`config.mk`:
```
export PLATFORM = sky130hd
export DESIGN_NAME = ct_mmu_sysmap_cfg
export DESIGN_NICKNAME = d
export VERILOG_FILES = /design/src/rtl/ct_mmu_sysmap_cfg_pkg.sv /design/src/rtl/ct_mmu_sysmap_cmp.sv /design/src/rtl/ct_mmu_sysmap_cfg.sv
export SDC_FILE = /design/constraint.sdc
export NUM_CORES = 1
export LEC_CHECK = 0
export BUFFER_PORTS_ARGS = -buffer_cell sky130_fd_sc_hd__clkbuf_2
export CORE_UTILIZATION = 45
export CTS_CLUSTER_SIZE = 28
export DETAILED_ROUTE_END_ITERATION = 10
export SYNTH_ARGS = -nofsm -noshare
export SYNTH_HDL_FRONTEND = slang
export SYNTH_HIERARCHICAL = 1
export SYNTH_SLANG_ARGS = --single-unit
```
`constraint.sdc`:
```
create_clock -name forever_cpuclk -period 7.31 [get_ports forever_cpuclk]
set_input_delay 0.3655 -clock forever_cpuclk [delete_from_list [all_inputs] [get_ports forever_cpuclk]]
set_output_delay 0.3655 -clock forever_cpuclk [all_outputs]
set_load 0.05 [all_outputs]
```
`src/rtl/ct_mmu_sysmap_cfg_pkg.sv`:
```
// Shared constants and types for the system-map attribute lookup block.
// Holds the default flag, the write-select encodings and the flag field type.
package ct_mmu_sysmap_cfg_pkg;

  localparam int SYSMAP_FLG_WIDTH = 5;

  typedef logic [SYSMAP_FLG_WIDTH-1:0] sysmap_flg_t;

  localparam sysmap_flg_t SYSMAP_DEF_FLG  = 5'b01111;
  localparam logic        SYSMAP_SEL_BASE = 1'b0;
  localparam logic        SYSMAP_SEL_FLG  = 1'b1;

endpackage

```
`src/rtl/ct_mmu_sysmap_cmp.sv`:
```
// Single-region range compare: region covers [lo, hi), with lo forced to 0 for region 0.
module ct_mmu_sysmap_cmp #(
  parameter int AW = 28
) (
  input  logic [AW-1:0] pa,
  input  logic [AW-1:0] lo,
  input  logic [AW-1:0] hi,
  input  logic          is_first,
  output logic          hit
);

  assign hit = (is_first || (pa >= lo)) && (pa < hi);

endmodule

```
`src/rtl/ct_mmu_sysmap_cfg.sv`:
```
// System-map attribute lookup: shadow/active region tables programmed by CP0,
// a one-stage registered lookup, sticky lock and registered readback.
module ct_mmu_sysmap_cfg
  import ct_mmu_sysmap_cfg_pkg::*;
#(
  parameter int                   REGION_NUM = 8,
  parameter int                   PA_WIDTH   = 40,
  parameter int                   FLG_WIDTH  = 5,
  parameter logic [FLG_WIDTH-1:0] DEF_FLG    = SYSMAP_DEF_FLG
) (
  input  logic                          forever_cpuclk,
  input  logic                          cpurst_b,
  input  logic                          mmu_sysmap_req_vld,
  input  logic [PA_WIDTH-13:0]          mmu_sysmap_pa,
  output logic                          sysmap_mmu_rsp_vld,
  output logic [FLG_WIDTH-1:0]          sysmap_mmu_flg,
  output logic [REGION_NUM-1:0]         sysmap_mmu_hit,
  input  logic                          cp0_sysmap_wen,
  input  logic [$clog2(REGION_NUM)-1:0] cp0_sysmap_widx,
  input  logic                          cp0_sysmap_wsel,
  input  logic [PA_WIDTH-13:0]          cp0_sysmap_wdata,
  input  logic                          cp0_sysmap_commit,
  input  logic                          cp0_sysmap_lock,
  output logic                          sysmap_cp0_werr,
  output logic                          sysmap_cp0_locked,
  input  logic [$clog2(REGION_NUM)-1:0] cp0_sysmap_ridx,
  output logic [PA_WIDTH-13:0]          sysmap_cp0_rbase,
  output logic [FLG_WIDTH-1:0]          sysmap_cp0_rflg
);

  localparam int              AW   = PA_WIDTH - 12;
  localparam int              IDXW = $clog2(REGION_NUM);
  localparam logic [IDXW:0]   RNUM = (IDXW+1)'(REGION_NUM);

  logic [AW-1:0]        sh_base_q  [REGION_NUM];
  logic [AW-1:0]        sh_base_d  [REGION_NUM];
  logic [FLG_WIDTH-1:0] sh_flg_q   [REGION_NUM];
  logic [FLG_WIDTH-1:0] sh_flg_d   [REGION_NUM];
  logic [AW-1:0]        act_base_q [REGION_NUM];
  logic [AW-1:0]        act_base_d [REGION_NUM];
  logic [FLG_WIDTH-1:0] act_flg_q  [REGION_NUM];
  logic [FLG_WIDTH-1:0] act_flg_d  [REGION_NUM];
  logic [AW-1:0]        lo_bound   [REGION_NUM];

  logic                  locked_q, locked_d;
  logic                  werr_q, werr_d;
  logic                  rsp_vld_q, rsp_vld_d;
  logic [REGION_NUM-1:0] hit_q, hit_d, hit_raw;
  logic [FLG_WIDTH-1:0]  flg_q, flg_d, sel_flg;
  logic [AW-1:0]         rbase_q, rbase_d;
  logic [FLG_WIDTH-1:0]  rflg_q, rflg_d;
  logic                  widx_ok, ridx_ok, one_hot;

  always_comb begin
    lo_bound[0] = '0;
    for (int i = 1; i < REGION_NUM; i++) lo_bound[i] = act_base_q[i-1];
  end

  for (genvar i = 0; i < REGION_NUM; i++) begin : g_cmp
    ct_mmu_sysmap_cmp #(.AW(AW)) u_cmp (
      .pa       (mmu_sysmap_pa),
      .lo       (lo_bound[i]),
      .hi       (act_base_q[i]),
      .is_first (i == 0),
      .hit      (hit_raw[i])
    );
  end

  // Config path: commit reads the registered shadow, so a same-cycle write
  // lands only in the shadow; the lock gate uses the pre-edge lock state.
  always_comb begin
    sh_base_d  = sh_base_q;
    sh_flg_d   = sh_flg_q;
    act_base_d = act_base_q;
    act_flg_d  = act_flg_q;
    widx_ok    = {1'b0, cp0_sysmap_widx} < RNUM;
    locked_d   = locked_q | cp0_sysmap_lock;
    werr_d     = (cp0_sysmap_wen && (locked_q || !widx_ok)) ||
                 (cp0_sysmap_commit && locked_q);
    if (cp0_sysmap_commit && !locked_q) begin
      act_base_d = sh_base_q;
      act_flg_d  = sh_flg_q;
    end
    if (cp0_sysmap_wen && !locked_q && widx_ok) begin
      if (cp0_sysmap_wsel == SYSMAP_SEL_FLG)
        sh_flg_d[cp0_sysmap_widx] = cp0_sysmap_wdata[FLG_WIDTH-1:0];
      else
        sh_base_d[cp0_sysmap_widx] = cp0_sysmap_wdata;
    end
  end

  // Lookup: req_vld is a pure valid (no ready); every sampled request yields
  // rsp_vld for exactly one cycle, and hit/flg hold when no request is sampled.
  always_comb begin
    one_hot = (hit_raw != '0) && ((hit_raw & (hit_raw - REGION_NUM'(1))) == '0);
    sel_flg = '0;
    for (int i = 0; i < REGION_NUM; i++) begin
      if (hit_raw[i]) sel_flg = sel_flg | act_flg_q[i];
    end
    rsp_vld_d = mmu_sysmap_req_vld;
    hit_d     = mmu_sysmap_req_vld ? hit_raw : hit_q;
    flg_d     = mmu_sysmap_req_vld ? (one_hot ? sel_flg : DEF_FLG) : flg_q;
    ridx_ok   = {1'b0, cp0_sysmap_ridx} < RNUM;
    rbase_d   = ridx_ok ? act_base_q[cp0_sysmap_ridx] : '0;
    rflg_d    = ridx_ok ? act_flg_q[cp0_sysmap_ridx]  : '0;
  end

  always_ff @(posedge forever_cpuclk or negedge cpurst_b) begin
    if (!cpurst_b) begin
      for (int i = 0; i < REGION_NUM; i++) begin
        sh_base_q[i]  <= '0;
        sh_flg_q[i]   <= DEF_FLG;
        act_base_q[i] <= '0;
        act_flg_q[i]  <= DEF_FLG;
      end
      locked_q  <= 1'b0;
      werr_q    <= 1'b0;
      rsp_vld_q <= 1'b0;
      hit_q     <= '0;
      flg_q     <= DEF_FLG;
      rbase_q   <= '0;
      rflg_q    <= '0;
    end else begin
      sh_base_q  <= sh_base_d;
      sh_flg_q   <= sh_flg_d;
      act_base_q <= act_base_d;
      act_flg_q  <= act_flg_d;
      locked_q   <= locked_d;
      werr_q     <= werr_d;
      rsp_vld_q  <= rsp_vld_d;
      hit_q      <= hit_d;
      flg_q      <= flg_d;
      rbase_q    <= rbase_d;
      rflg_q     <= rflg_d;
    end
  end

  assign sysmap_mmu_rsp_vld = rsp_vld_q;
  assign sysmap_mmu_hit     = hit_q;
  assign sysmap_mmu_flg     = flg_q;
  assign sysmap_cp0_werr    = werr_q;
  assign sysmap_cp0_locked  = locked_q;
  assign sysmap_cp0_rbase   = rbase_q;
  assign sysmap_cp0_rflg    = rflg_q;

endmodule
```
Word level (Yosys, flattened, before mapping)
Index checks and enable logic that the tools add are counted.
{"block": "word_totals", "regBits": 577, "input_bits": 69, "out_inout_bits": 49, "elab_cells": 110}
{"block": "classes", "n_addsub": 1, "n_lt_le_gt_ge": 18, "muxes": 21, "bitwise": 12, "n_reduce_logical": 19}
{"op": "224-bit bitwise mux", "count": 1}
{"op": "28-bit < comparator", "count": 8}
{"op": "28-bit >= comparator", "count": 7}
{"op": "28-bit binary-select mux with 3-bit select", "count": 1}
{"op": "28-bit demux with 3-bit select", "count": 1}
{"op": "28-bit 2-to-1 mux", "count": 3}
{"op": "5-bit 2-to-1 mux", "count": 12}
{"op": "40-bit bitwise mux", "count": 1}
{"op": "5-bit bitwise OR", "count": 7}
{"op": "5-bit binary-select mux with 3-bit select", "count": 1}
{"op": "5-bit demux with 3-bit select", "count": 1}
{"op": "1-bit logical AND", "count": 13}
{"op": "8-bit AND", "count": 1}
{"op": "4-bit >= comparator (second input constant)", "count": 2}
{"op": "8-bit zero test", "count": 1}
{"op": "3-bit inverter with 4-bit output", "count": 2}
{"op": "8-bit nonzero test", "count": 1}
{"op": "8-bit by 1-bit subtractor with 8-bit output (second input constant)", "count": 1}
{"op": "4-bit by 1-bit < comparator with 1-bit output (second input constant)", "count": 1}
{"op": "2-bit AND reduction", "count": 2}
{"op": "1-bit zero test", "count": 1}
{"op": "1-bit logical OR", "count": 1}
{"op": "1-bit inverter", "count": 1}
{"op": "1-bit bitwise OR", "count": 1}

Longest topological paths before layout
Gate-level depths: netlist of the first run.
{"block": "depth", "word_depth": 17, "ltp_mapped": 13, "ltp_nobuf": 12}

Cells and area by module
Netlist of the first run, hierarchy kept.
{"module": "ct_mmu_sysmap_cfg", "n_inst": 1, "cells_each": 1374, "area_each_um2": 23352.4}
{"module": "ct_mmu_sysmap_cmp", "n_inst": 8, "cells_each": 188, "area_each_um2": 1357.6}

Worst setup path after synthesis of the first run
No wires, ideal clock.
{"block": "synth_path", "path_kind": "input port to flip-flop", "from": "input mmu_sysmap_pa[0]", "to": "register flg_q[4] (netlist: sysmap_mmu_flg[4])", "setup_ns": 0.122, "t_arrival_ns": 3.129, "required_ns": 7.188, "path_slack_ns": 4.059, "cell_stages": 12, "path_cell_list": "inv_1 > ha_1 > nand2b_1 > a2111oi_0 > o21ai_0 > o311ai_0 > a221oi_2 > buf_6 > or4_4 > or3_1 > a31o_2 > a32o_1"}
{"block": "synth_via", "elab_cells_between_ends": 43, "classes_between": "add/sub: 1; order compare: 15; mux: 9; bitwise: 8; reduce/logical: 10"}
{"item": "from (decl)", "line_no": "ct_mmu_sysmap_cfg.sv:14", "text": "input logic [PA_WIDTH-13:0] mmu_sysmap_pa,"}
{"item": "28-bit >= comparator / 28-bit < comparator (equally long branches)", "line_no": "ct_mmu_sysmap_cmp.sv:12", "text": "assign hit = (is_first || (pa >= lo)) && (pa < hi);"}
{"item": "1-bit logical AND *", "line_no": "ct_mmu_sysmap_cmp.sv:12"}
{"item": "via hit_raw[3]", "line_no": "ct_mmu_sysmap_cfg.sv:48", "text": "logic [REGION_NUM-1:0] hit_q, hit_d, hit_raw;"}
{"item": "5-bit 2-to-1 mux", "line_no": "ct_mmu_sysmap_cfg.sv:98", "text": "if (hit_raw[i]) sel_flg = sel_flg | act_flg_q[i];"}
{"item": "5-bit bitwise OR", "line_no": "ct_mmu_sysmap_cfg.sv:98"}
{"item": "5-bit 2-to-1 mux", "line_no": "ct_mmu_sysmap_cfg.sv:98"}
{"item": "5-bit bitwise OR", "line_no": "ct_mmu_sysmap_cfg.sv:98"}
{"item": "5-bit 2-to-1 mux", "line_no": "ct_mmu_sysmap_cfg.sv:98"}
{"item": "5-bit bitwise OR", "line_no": "ct_mmu_sysmap_cfg.sv:98"}
{"item": "5-bit 2-to-1 mux", "line_no": "ct_mmu_sysmap_cfg.sv:98"}
{"item": "5-bit bitwise OR", "line_no": "ct_mmu_sysmap_cfg.sv:98"}
{"item": "5-bit 2-to-1 mux", "line_no": "ct_mmu_sysmap_cfg.sv:98"}
{"item": "5-bit 2-to-1 mux *", "line_no": "ct_mmu_sysmap_cfg.sv:102", "text": "flg_d = mmu_sysmap_req_vld ? (one_hot ? sel_flg : DEF_FLG) : flg_q;"}
{"item": "to (signal assigned)", "line_no": "ct_mmu_sysmap_cfg.sv:132", "text": "flg_q <= flg_d;"}
{"item": "to (decl)", "line_no": "ct_mmu_sysmap_cfg.sv:49", "text": "logic [FLG_WIDTH-1:0] flg_q, flg_d, sel_flg;"}
Mark *: on every way through the listed nets, which the timed path passes. The rest lies on a longest branch.
A chain may end at the register's enable or synchronous reset.

Final worst setup path of the first run
{"block": "layout_path", "from": "register act_base_q[30] (netlist bit)", "to": "register flg_q[4] (netlist: sysmap_mmu_flg[4])"}
{"block": "layout_via", "elab_chain_len": 7, "elab_cells_between_ends": 13, "classes_between": "add/sub: 1; order compare: 2; mux: 3; bitwise: 2; reduce/logical: 5"}
{"item": "from (decl)", "line_no": "ct_mmu_sysmap_cfg.sv:39", "text": "logic [AW-1:0] act_base_q [REGION_NUM];"}
{"item": "from (signal assigned)", "line_no": "ct_mmu_sysmap_cfg.sv:126", "text": "act_base_q <= act_base_d;"}
{"item": "28-bit < comparator *", "line_no": "ct_mmu_sysmap_cmp.sv:12"}
{"item": "1-bit logical AND *", "line_no": "ct_mmu_sysmap_cmp.sv:12"}
{"item": "via hit_raw[6]", "line_no": "ct_mmu_sysmap_cfg.sv:48"}
{"item": "8-bit by 1-bit subtractor with 8-bit output", "line_no": "ct_mmu_sysmap_cfg.sv:95", "text": "one_hot = (hit_raw != '0) && ((hit_raw & (hit_raw - REGION_NUM'(1))) == '0);"}
{"item": "8-bit AND", "line_no": "ct_mmu_sysmap_cfg.sv:95"}
{"item": "8-bit zero test", "line_no": "ct_mmu_sysmap_cfg.sv:95"}
{"item": "1-bit logical AND", "line_no": "ct_mmu_sysmap_cfg.sv:95"}
{"item": "5-bit 2-to-1 mux *", "line_no": "ct_mmu_sysmap_cfg.sv:102"}
Marked as above.

==> results of run 1 <==
## worst max-delay path: stages, from the launching register on
cell	delay [ns]
dfrtp_1	0.43
inv_1	0.07
ha_1	0.29
a211o_1	0.29
a31oi_1	0.29
o221ai_1	0.30
a221oi_2	0.67
o31ai_1	0.34
a221oi_2	0.90
nand2b_1	0.10
a2111oi_0	0.43
a31o_2	0.23
a32o_1	0.16
## cells in the final DEF (no fill, tap or decap), types with 9 or more instances in the layout
master       n
a2111oi_0    9
a211oi_1    24
a21o_1      56
a21oi_1    144
a221oi_2    16
a31oi_1     12
and3_1      14
and4_1       9
buf_4       15
clkbuf_1    15
clkbuf_16   71
clkbuf_2   114
clkbuf_8     9
clkinv_2     9
conb_1      36
dfrtp_1    509
dfstp_2     68
ha_1       440
inv_1      441
mux2_2     569
mux4_2      66
nand2_1     59
nand2b_1    18
nand3_1     34
nand4_1     72
nor2_1      58
nor2b_1     18
o21a_1       9
o21ai_0     57
o31ai_1      9
or3_1        9
## cell type report
type	instances	area share, %
Clock buffer	95	5.11
Timing Repair Buffer	137	2.09
Clock inverter	24	0.850
Multi-Input combinational cell	1810	46.5
Antenna cell	1	0.00654
Tap cell	969	3.17
Sequential cell	577	37.9
Inverter	441	4.32
## cell families after synthesis
group                      count (synthesis)  synth area share [%]
AOI/OAI and AO/OA                        384                  7.47
and+or+nand+nor                          314                  4.91
other                                      2                0.0220
adders and majority gates                441                  16.1
muxes                                    635                  23.1
DFF                                      577                  42.5
buffers and inverters                    525                  5.95
## registers in the layout, indices dropped and copies added, names as in the netlist, 5 cells and up
signal	cells
act_base_q	224
sh_base_q	224
act_flg_q	40
sh_flg_q	40
sysmap_cp0_rbase	28
sysmap_mmu_hit	8
sysmap_cp0_rflg	5
sysmap_mmu_flg	5
## metrics by stage
| step | hold WS, ns | utilization [%] | instance area (um2) | setup slack [ns] |
|---|---|---|---|---|
| after floorplan | 0.0699 | - | 34300 | 4.06 |
| after global placement | 0.478 | 48.1 | 36000 | 2.32 |
| after detailed placement | 0.485 | 48.1 | 36000 | 2.38 |
| after CTS | 0.0877 | 51.2 | 38300 | 2.64 |
| after global routing | 0.106 | 51.2 | 38300 | 2.48 |
| final | 0.117 | 51.2 | 38300 | 2.74 |
## final timing paths
check / slack (ns) / startpoint / end / cells past startpoint
max in group asynchronous: 5.23 / cpurst_b / sh_base_q[87] / 3
setup / recovery: 2.74 / act_base_q[30] / sysmap_mmu_flg[4] / 12
hold reg to reg: 0.49 / sh_base_q[208] / act_base_q[208] / 1
min in group asynchronous: 0.45 / cpurst_b / act_base_q[102] / 2
setup reg to reg: 2.74 / act_base_q[30] / sysmap_mmu_flg[4] / 12
hold / removal: 0.12 / cp0_sysmap_wdata[21] / sh_base_q[77] / 2
## where the power goes
| group | leakage [nW] | internal, mW | switching [mW] |
|---|---|---|---|
| Clock | 1.12 | 2.09 | 1.38 |
| Combinational | 8.79 | 0.268 | 0.489 |
| Sequential | 7.76 | 3.26 | 0.0455 |
| Total | 17.7 | 5.62 | 1.92 |
## routing by layer
layer  vias to the layer above  GRT usage, %  part of all wire (%)
met5                         -             0                     0
met2                       430          42.0                    47
met4                         0          6.15                   2.1
li1                      10600             -                     -
met1                     11800          35.8                    47
met3                       121          3.32                   3.7
==> results by group, run 1 <==
Clocking
  • Cts repair resizes: 0
  • Hold-fix buffers, CTS: 4
  • H-tree depth: 3
  • Number of post-CTS setup repair buffers: 0
  • Num CTS Buffers: 67
  • CTS Buffer Depth: 3
  • CTS tree: built
  • Clk pin slew, worst setup/hold paths: 0.06 ns
  • Clock sinks: between 500 and 600
  • Clk Tree Root Cell: clkbuf_16
  • Clock Latency Late Sink: between 0.6 and 0.7 ns

Layout
  • Nets: roughly 3500
  • Final non-filler cell total: between 4000 and 5000
  • Fillers: between 6000 and 7000
  • Multi-input logic area: 17800 um2
  • Share of cells above drive strength 1: a little under a third
  • Reg area: 14500 um2
  • Area Overhead vs Synth: 11.9%

Timing
  • Setup_tns: 0 ns
  • Final Hold Viols: 0
  • Fmax: approximately 220 MHz
  • Final setup viols: 0
  • Tcrit/Tclk final: between 60% and 70%
  • Slew Limit Fails: 0
  • Unrepaired setup endpoints after global routing: false
  • Final Skew: approximately 0.023 ns
  • Worst slew pin tran: 1.13 ns
  • Crit path time final: about 4.6 ns
  • Slew headroom: 24.6%

Synth
  • Syn_area_per_cell: 11.9 um2
  • Synthesized flop and latch total: between 500 and 600
  • Commonest cells in the netlist: 569 x mux2_2, 509 x dfrtp_1, 441 x inv_1, 440 x ha_1, 144 x a21oi_1
  • Largest area contributor in the netlist: dfrtp_1
  • Ys flop type: dfrtp_1
  • Top post-synthesis cells by area: dfrtp_1 37%, mux2_2 19%, ha_1 16%
  • Sequential element share of the synthesized area: between 40% and 50%
  • Number of enable flip-flop cells after synthesis: 0
  • Syn Inst Count: approximately 2900
  • Most common cell in the netlist: mux2_2
  • Synth top area share: between 30% and 40%
  • Synth unique cells: around 50
  • Mapped Area: 34200 um2
  • Async SR Flop Fraction: 100%
  • Synth Warn #: 6

Min path
  • Hold crit path type: primary input to flip-flop

Floorplan
  • Core area: between 70000 and 80000 um2
  • I/O pin cnt: ~120
  • Die Span Y: around 280 um
  • Die Wd: 278 um
  • DIE AREA: 77100 um2
  • Initial Util: between 40% and 50%
  • Row cnt: 100

Placement
  • GP Congestion: between 0.9 and 1
  • IO buf count: between 100 and 150
  • HPWL Detailed: around 69 mm
  • Dpl cells: ~4000

Power
  • Peak supply drop: 0.141 mV
  • Leak pwr: 17.7 nW
  • Power per cell area: about 200 nW/um2
  • Tot Pwr: 7.54 mW

Setup path
  • WP data required: just under 8 ns
  • Startpoint class of the critical path: flip-flop
  • Crit end category: flip-flop
  • WP data arrival: about 5.1 ns
  • CP max FO: 9
  • Critical path class: flip-flop to flip-flop

Outcome
  • Run status: finished, final reports clean

Detailed routing
  • Drt total wl: 96.7 mm
  • Wire per inst: approximately 24 um
  • DRT Pass-1 Iters: 7
  • Starting DRT DRC Count: 1424
  • Vias: 23000
  • Vias per inst: 5.67
  • Post-route DRC: 0
  • Number of routed nets with antenna violations: 0

GRT
  • Grt total ovfl: 0
  • Pin count of the biggest net entering global routing: 200
  • Initial antenna violation count: 1
  • First-pass GRT wire length: 150 mm
  • Gr usage total: about a quarter
  • Vias in the first global route: 24100

Run
  • Max-Cap Viols: 0
No activity file was read; power rests on OpenSTA's default activity.
==> run 2: changes to the inputs <==
ABC_AREA = 1   (was unset)
clock period = 3.7 ns   (was 7.31 ns; I/O delays follow)
==> results by group, run 2 <==
Timing
  • Worst slew pin tran: 1.15 ns (+0.0183 ns)
  • Crit path time final: 2.96 ns (-1.61 ns)
  • Fmax: 338 MHz (+54%)
  • Hold Slack: 0.0428 ns (-0.0746 ns)
  • Tcrit/Tclk final: 80.0% (+17 points)
  • Setup_tns: 0 ns (unchanged)
  • Final setup viols: 0 (unchanged)
  • Final Hold Viols: 0 (unchanged)
  • Unrepaired setup endpoints after global routing: false
  • Slew Limit Fails: 0 (unchanged)
  • Slew headroom: 23.1% (-1.5 points)
  • Final Skew: 0.0216 ns (-0.00160 ns)
  • Final WS setup: 0.740 ns (-2.00 ns)

Floorplan
  • Die Wd: 284 um (+2.1%)
  • Core area: 78000 um2 (+4.2%)
  • Row cnt: 102 (+2.0%)
  • DIE AREA: 80400 um2 (+4.2%)
  • Die Span Y: 284 um (+2.1%)
  • I/O pin cnt: 118 (unchanged)
  • Initial Util: 45.7% (about the same)

Setup path
  • CP max FO: 10 (+1)
  • FF-to-FF End: sysmap_mmu_flg[4]
  • WP data required: 4.23 ns (-3.62 ns)
  • Reg2reg start: act_base_q[131]
  • Startpoint class of the critical path: flip-flop
  • Critical path class: flip-flop to flip-flop
  • WP data arrival: 3.49 ns (-1.62 ns)
  • Reg2Reg Depth: 16 (+4)
  • R2R Setup Slk: 0.74 ns (-2.00 ns)
  • Crit end category: flip-flop

Power
  • Tot Pwr: 15.2 mW (+100%)
  • Leak pwr: 19.6 nW (+11%)
  • Power per cell area: 380 nW/um2 (+93%)
  • Peak supply drop: 0.379 mV (+170%)

Synth
  • Most common cell in the netlist: nand2_1
  • Largest area contributor in the netlist: dfrtp_1
  • Ys flop type: dfrtp_1
  • Synth unique cells: 31 (-39%)
  • Synth Warn #: 6 (unchanged)
  • Synthesized flop and latch total: 577 (unchanged)
  • Async SR Flop Fraction: 100% (unchanged)
  • Sequential element share of the synthesized area: 40.7% (-1.7 points)
  • Syn Inst Count: 4297 (+49%)
  • Commonest cells in the netlist: 1035 x nand2_1, 648 x inv_1, 509 x dfrtp_1, 440 x ha_1, 377 x o21ai_0
  • Top post-synthesis cells by area: dfrtp_1 36%, ha_1 15%, nand2_1 11%
  • Synth top area share: 35.7% (-1.5 points)
  • Syn_area_per_cell: 8.30 um2 (-30%)
  • Number of enable flip-flop cells after synthesis: 0 (unchanged)
  • Mapped Area: 35700 um2 (+4.3%)

Detailed routing
  • Vias per inst: 5.10 (-10%)
  • Number of routed nets with antenna violations: 0 (unchanged)
  • Post-route DRC: 0 (unchanged)
  • Starting DRT DRC Count: 1876 (+32%)
  • Wire per inst: 17.9 um (-25%)
  • DRT Pass-1 Iters: 5 (-2)
  • Drt total wl: 98.8 mm (+2.1%)
  • Vias: 28200 (+23%)

Outcome
  • Run status: finished, final reports clean

Placement
  • Area after DPL: 37500 um2 (+4.2%)
  • Dpl cells: 5380 (+37%)
  • GP Congestion: 0.906 (-3.2%)
  • HPWL Detailed: 69.5 mm (+1.1%)
  • IO buf count: 117 (unchanged)
  • Setup WS pre-CTS: 0.622 ns (-1.76 ns)

Layout
  • Commonest non-fill, non-tap cells in the layout: 1028 x nand2_1, 646 x inv_1, 509 x dfrtp_1
  • Fillers: 7426 (+14%)
  • Final non-filler cell total: 5528 (+36%)
  • Largest registers: act_base_q: 224 flops, sh_base_q: 224 flops
  • Area Overhead vs Synth: 12.3%
  • Final core utilization: 51.4% (+0.23 points)
  • Share of cells above drive strength 1: 14.6% (-17 points)
  • Nets: 4947 (+40%)
  • Commonest non-fill, non-tap cell in the layout: nand2_1
  • Cell area after layout: 40100 um2 (+4.7%)
  • Reg area: 14500 um2 (unchanged)
  • Multi-input logic area: 18100 um2 (+1.8%)

Clocking
  • Clk pin slew, worst setup/hold paths: 0.06 ns (about the same)
  • Clk Tree Root Cell: clkbuf_16
  • Number of post-CTS setup repair buffers: 0 (unchanged)
  • CTS tree: built
  • Num CTS Buffers: 66 (-1.5%)
  • H-tree depth: 3 (unchanged)
  • Clock sinks: 577 (unchanged)
  • CTS Buffer Depth: 3 (unchanged)
  • Clock Latency Late Sink: 0.61 ns (about the same)

Min path
  • Hold path start: cp0_sysmap_wdata[27]
  • Hold crit path type: primary input to flip-flop
  • Hold depth: 3 (+1)
  • Hold Path End: sh_base_q[195]

GRT
  • Grt total ovfl: 0 (unchanged)
  • Initial antenna violation count: 0 (-1)
  • Vias in the first global route: 26800 (+11%)
  • Gr usage total: 24.8% (-0.76 points)
  • First-pass GRT wire length: 156 mm (+4.2%)
  • Pin count of the biggest net entering global routing: 136 (-32%)

Run
  • Max-Cap Viols: 0 (unchanged)
==> run 2: power by group <==
group / internal [mW] / total, mW / switching (mW)
clock network: 4.26 / 6.97 / 2.71
registers: 6.44 / 6.51 / 0.0743
logic: 0.532 / 1.76 / 1.23
==> run 2: cell type report <==
cell class / count / area share [%]
multi-input combinational: 2934 / 45.2
sequential: 577 / 36.2
inverter: 678 / 6.36
clock buffer: 94 / 4.90
tap: 1040 / 3.25
timing repair buffer: 181 / 3.17
clock inverter: 23 / 0.852
antenna: 1 / 0.00625
==> run 2: kinds of logic after synthesis <==
family	share of synthesized area, %
multiplexers	8.02
buffers and inverters	8.91
other	0.0211
flip-flops	40.7
adder cells (fa/ha/maj)	15.4
AO/OA/AOI/OAI	9.96
AND/OR/NAND/NOR	16.9
==> run 2: how the worst max path moves through the flow <==
stage	startpoint	to	slack, ns	cells past startpoint
6_report	act_base_q[131]	sysmap_mmu_flg[4]	0.74	16
5_1_grt	act_base_q[131]	sysmap_mmu_flg[4]	0.47	18
4_1_cts	act_base_q[207]	sysmap_mmu_flg[4]	0.75	17
3_5_place_dp	mmu_sysmap_pa[3]	sysmap_mmu_flg[2]	0.62	16
3_3_place_gp	mmu_sysmap_pa[3]	sysmap_mmu_flg[4]	0.64	17
2_1_floorplan	act_base_q[219]	sysmap_mmu_flg[4]	1.45	19
==> run 2: worst max-delay path, stage by stage (launching register included) <==
cell	delay, ns
dfrtp_1	0.42
inv_1	0.07
ha_1	0.29
a21o_1	0.18
nor2_1	0.30
nand2_1	0.11
a21oi_1	0.13
nand2_1	0.07
nor2_2	0.50
nor2_1	0.13
nand2_1	0.09
nor2_1	0.04
nand2_1	0.04
nand2_1	0.05
nor2_1	0.29
nand2_1	0.09
nand2_1	0.07
==> run 2: timing repair <==
| item | 4_1_cts | 5_1_grt |
|---|---|---|
| hold buffers | 30 | 0 |
| gates resized for setup | 0 | 0 |
| hold endpoints to repair | 180 | 0 |
==> run 2: per-layer routing <==
layer	global-route usage, %	vias up	part of all wire, %
met5	0	-	0
met1	36.6	13500	50
met2	37.9	573	43
met3	3.02	113	4.4
met4	7.54	0	2.6
li1	-	14000	-
